File: config.mk
export PLATFORM = sky130hd
export DESIGN_NAME = shift_tx_ctrl
export DESIGN_NICKNAME = d
export VERILOG_FILES = /design/src/rtl/shift_tx_ctrl_pkg.sv /design/src/rtl/shift_reg_load.sv /design/src/rtl/shift_tx_ctrl.sv
export SDC_FILE = /design/constraint.sdc
export NUM_CORES = 1
export LEC_CHECK = 0
export ABC_AREA = 1
export CAP_MARGIN = 20
export CORE_AREA = 2 2 39 41
export CTS_CLUSTER_SIZE = 14
export DETAILED_ROUTE_END_ITERATION = 10
export DIE_AREA = 0 0 41 43
export HOLD_SLACK_MARGIN = 0.06
export PLACE_DENSITY = 0.62
export RECOVER_POWER = 100
export SLEW_MARGIN = 20
export SYNTH_ARGS = -nofsm -noshare
export SYNTH_HDL_FRONTEND = slang
export SYNTH_HIERARCHICAL = 1
export SYNTH_SLANG_ARGS = --single-unit
export TNS_END_PERCENT = 100
File: constraint.sdc
create_clock -name clk -period 1.9 [get_ports clk]
set_input_delay 0.19 -clock clk [delete_from_list [all_inputs] [get_ports clk]]
set_output_delay 0.19 -clock clk [all_outputs]
set_load 0.1 [all_outputs]
File: src/rtl/shift_tx_ctrl_pkg.sv
// Shared constants for the serial word transmitter: default word width and
// the controller state encoding.
package shift_tx_ctrl_pkg;

  localparam int DEFAULT_WIDTH = 4;

  typedef logic [1:0] state_t;

  localparam state_t ST_IDLE  = 2'd0;
  localparam state_t ST_SHIFT = 2'd1;
  localparam state_t ST_DONE  = 2'd2;

endpackage

File: src/rtl/shift_reg_load.sv
// WIDTH-bit right shift register with parallel load, shift enable,
// zero serial fill and asynchronous active-low clear.
module shift_reg_load
  import shift_tx_ctrl_pkg::*;
#(
  parameter int WIDTH = DEFAULT_WIDTH
) (
  input  logic             clk,
  input  logic             clrb,
  input  logic             load,
  input  logic             shift_en,
  input  logic [WIDTH-1:0] d,
  output logic [WIDTH-1:0] q
);

  // Load wins over shift so an accepted word is never disturbed on its first edge.
  always_ff @(posedge clk or negedge clrb) begin
    if (!clrb) begin
      q <= '0;
    end else if (load) begin
      q <= d;
    end else if (shift_en) begin
      q <= {1'b0, q[WIDTH-1:1]};
    end
  end

endmodule

File: src/rtl/shift_tx_ctrl.sv
// Serial word transmitter: accepts a parallel word, shifts it out LSB first
// with a pause input, then pulses done for one cycle before returning to idle.
module shift_tx_ctrl
  import shift_tx_ctrl_pkg::*;
#(
  parameter int WIDTH = DEFAULT_WIDTH
) (
  input  logic             clk,
  input  logic             clrb,
  input  logic [WIDTH-1:0] din,
  input  logic             din_valid,
  output logic             din_ready,
  input  logic             hold,
  output logic             sdo,
  output logic             sdo_en,
  output logic             busy,
  output logic             done,
  output logic [1:0]       state_dbg
);

  localparam int CW = $clog2(WIDTH);

  state_t           state;
  state_t           state_nxt;
  logic [CW-1:0]    cnt;
  logic [WIDTH-1:0] sreg;
  logic             accept;
  logic             shift_en;
  logic             last_bit;

  // Handshake: a word transfers on the posedge where din_valid and din_ready
  // are both 1; din_ready is high only in IDLE, and nothing is buffered while busy.
  assign accept   = (state == ST_IDLE) && din_valid;
  assign shift_en = (state == ST_SHIFT) && !hold;
  assign last_bit = shift_en && (cnt == '0);

  shift_reg_load #(
    .WIDTH (WIDTH)
  ) u_sreg (
    .clk      (clk),
    .clrb     (clrb),
    .load     (accept),
    .shift_en (shift_en),
    .d        (din),
    .q        (sreg)
  );

  always_comb begin
    state_nxt = state;
    case (state)
      ST_IDLE:  if (din_valid) state_nxt = ST_SHIFT;
      ST_SHIFT: if (last_bit)  state_nxt = ST_DONE;
      ST_DONE:  state_nxt = ST_IDLE;
      default:  state_nxt = ST_IDLE;
    endcase
  end

  // The counter saturates at zero; leaving SHIFT is decided by last_bit.
  always_ff @(posedge clk or negedge clrb) begin
    if (!clrb) begin
      state <= ST_IDLE;
      cnt   <= '0;
    end else begin
      state <= state_nxt;
      if (accept) begin
        cnt <= CW'(WIDTH - 1);
      end else if (shift_en && (cnt != '0)) begin
        cnt <= cnt - CW'(1);
      end
    end
  end

  assign din_ready = (state == ST_IDLE);
  assign busy      = (state == ST_SHIFT) || (state == ST_DONE);
  assign done      = (state == ST_DONE);
  assign sdo_en    = (state == ST_SHIFT) && !hold;
  assign sdo       = (state == ST_SHIFT) ? sreg[0] : 1'b0;
  assign state_dbg = state;

endmodule

==> results.json <==
{
  "status": "finished, final reports clean",
  "max_freq_mhz": 581,
  "yosysSeqAreaShare_pct": 42.2,
  "avgSynthCellArea_um2": 7.90,
  "synth_area_um2": 474,
  "cts_tree": "done",
  "numPortBuffers": 14,
  "fin_crit_ns": 1.72,
  "num_vias": 427,
  "cts_buffer_depth": 2,
  "htreeDepth": 1,
  "drt_iter0_markers": 9,
  "post_cts_buffers": 0,
  "final_cell_mix": "nand2_1, nand3_1, inv_1",
  "worstReg2RegStart": "state_dbg[0]",
  "fin_tns_setup_ns": 0,
  "synth_cell_types": 10,
  "clock-sinks": 8,
  "fp-row-count": 14,
  "seq_area_um2": 208,
  "die-area_um2": 1760,
  "multi_input_area_um2": 243,
  "core_area_um2": 1380,
  "routedWlPerCell_um": 10.2,
  "antenna_found_initial": 0,
  "hold_class": "in2async",
  "finalNetCount": 92,
  "clk_pin_slew_ns": 0.05,
  "path_max_fanout": 7,
  "tightest_slew_ns": 0.545,
  "drc": 0,
  "grt_pass1_vias": 370,
  "path_cells": "inv_4 -> ha_4 -> inv_2 -> nor2_4 -> buf_4",
  "period_share_pct": 90.6,
  "ys_seq_elements": 8,
  "crit_start": "state_dbg[1]",
  "skew_ns": 0.00581,
  "synthCells": 60,
  "rsz0062_at_grt": "false",
  "slew_violations": 0,
  "overflow": 0,
  "ant_nets": 0,
  "finalSetupViolCount": 0,
  "holdBufCountCts": 0,
  "die_h_um": 43,
  "critPathMaxStageDelay_ns": 0.50,
  "cts_buffers": 3,
  "num-fill-cells": 141,
  "critPathCaptureType": "output pin",
  "grt_usage_pct": 13.4,
  "layout_commonest_cell": "nand2_1",
  "synth_top_area_cell": "dfrtp_1",
  "drive_gt1_share_pct": 26.9,
  "clk_latency_ns": 0.25,
  "syn_nets": 73,
  "path_class": "reg2out",
  "hold_violations": 0,
  "place_congestion": 0.822,
  "critPathArrivalTime_ns": 1.53,
  "grt_max_degree": 9,
  "cp.required_ns": 1.71,
  "crit_family": "flip-flops",
  "initial_utilization_pct": 34.3,
  "syn_to_final_growth_pct": 36.7,
  "root_buffer": "clkbuf_4",
  "die_width_um": 41,
  "critPathLaunchType": "register",
  "dr.pass1.iters": 4,
  "worst_slew_margin_rel_pct": 63.8,
  "antenna_cells": 0,
  "grt_pass1_wl_um": 1500,
  "postCtsResizedCells": 0,
  "crit_buf_inv": 3,
  "drv_cap": 0,
  "via_per_inst": 4.54,
  "synth_top_area_share_pct": 42.2,
  "synth.area.top_cells": "dfrtp_1, nand2_1, ha_1",
  "ys_warn_count": 6,
  "routed_wl_um": 959,
  "hpwl_um": 807,
  "crit_path_top_delay_cell": "dfrtp_4",
  "pin_count": 15
}
## through the flow
stage	std cells	hold WS, ns	utilization (%)	worst slack (ns)	area, um2
after global routing	94	0.312	46.8	0.0965	648
final	94	0.287	46.8	0.179	648
after CTS	94	0.216	53.5	0.215	741
after detailed placement	90	0.465	51.6	0.442	714
after global placement	90	0.468	51.6	0.511	714
after floorplan	60	-0.106	-	0.0571	509
## Yosys cell counts
cell,n
nor2_4,1
ha_1,5
nand3_1,11
inv_2,3
nor2_2,1
dfrtp_1,8
inv_1,8
nand3b_1,1
nand2_2,3
nand2_1,19
## cell families after synthesis
kind of cell / synth area share (%)
buf+inv: 8.71
simple gates: 35.9
fa+ha+maj: 13.2
flops: 42.2
## cell type report
cell class / instances / area share (%)
inverter: 11 / 6.76
timing repair buffer: 14 / 16.6
sequential: 8 / 32.0
tap: 16 / 3.09
clock buffer: 4 / 4.05
multi-input combinational: 41 / 37.5
## flip-flops by register name, indices dropped and copies added (netlist names)
| name | count |
|---|---|
| state_dbg | 2 |
| cnt | 2 |
| u_sreg/q | 4 |
## final timing paths
check / endpoint / slack [ns] / depth (start not counted)
max: sdo_en / 0.18 / 5
min: u_sreg/q[1] / 0.29 / 1
max reg2reg: u_sreg/q[1] / 0.40 / 7
min reg2reg: u_sreg/q[3] / 0.48 / 2
max in group asynchronous: state_dbg[0] / 1.32 / 1
min in group clk: u_sreg/q[3] / 0.48 / 2
## routing by layer
metal | routed length [um] | GRT usage, % | share of wire [%]
met1 | 427 | 15.9 | 45
met2 | 475 | 18.4 | 50
met3 | 44 | 6.81 | 4.6
met4 | 10 | 8.00 | 1.0
met5 | 0 | 0 | 0
Power is left out: the tool's default activity adds up to more than one toggle a clock period on the data nets, which glitch-free logic cannot reach.
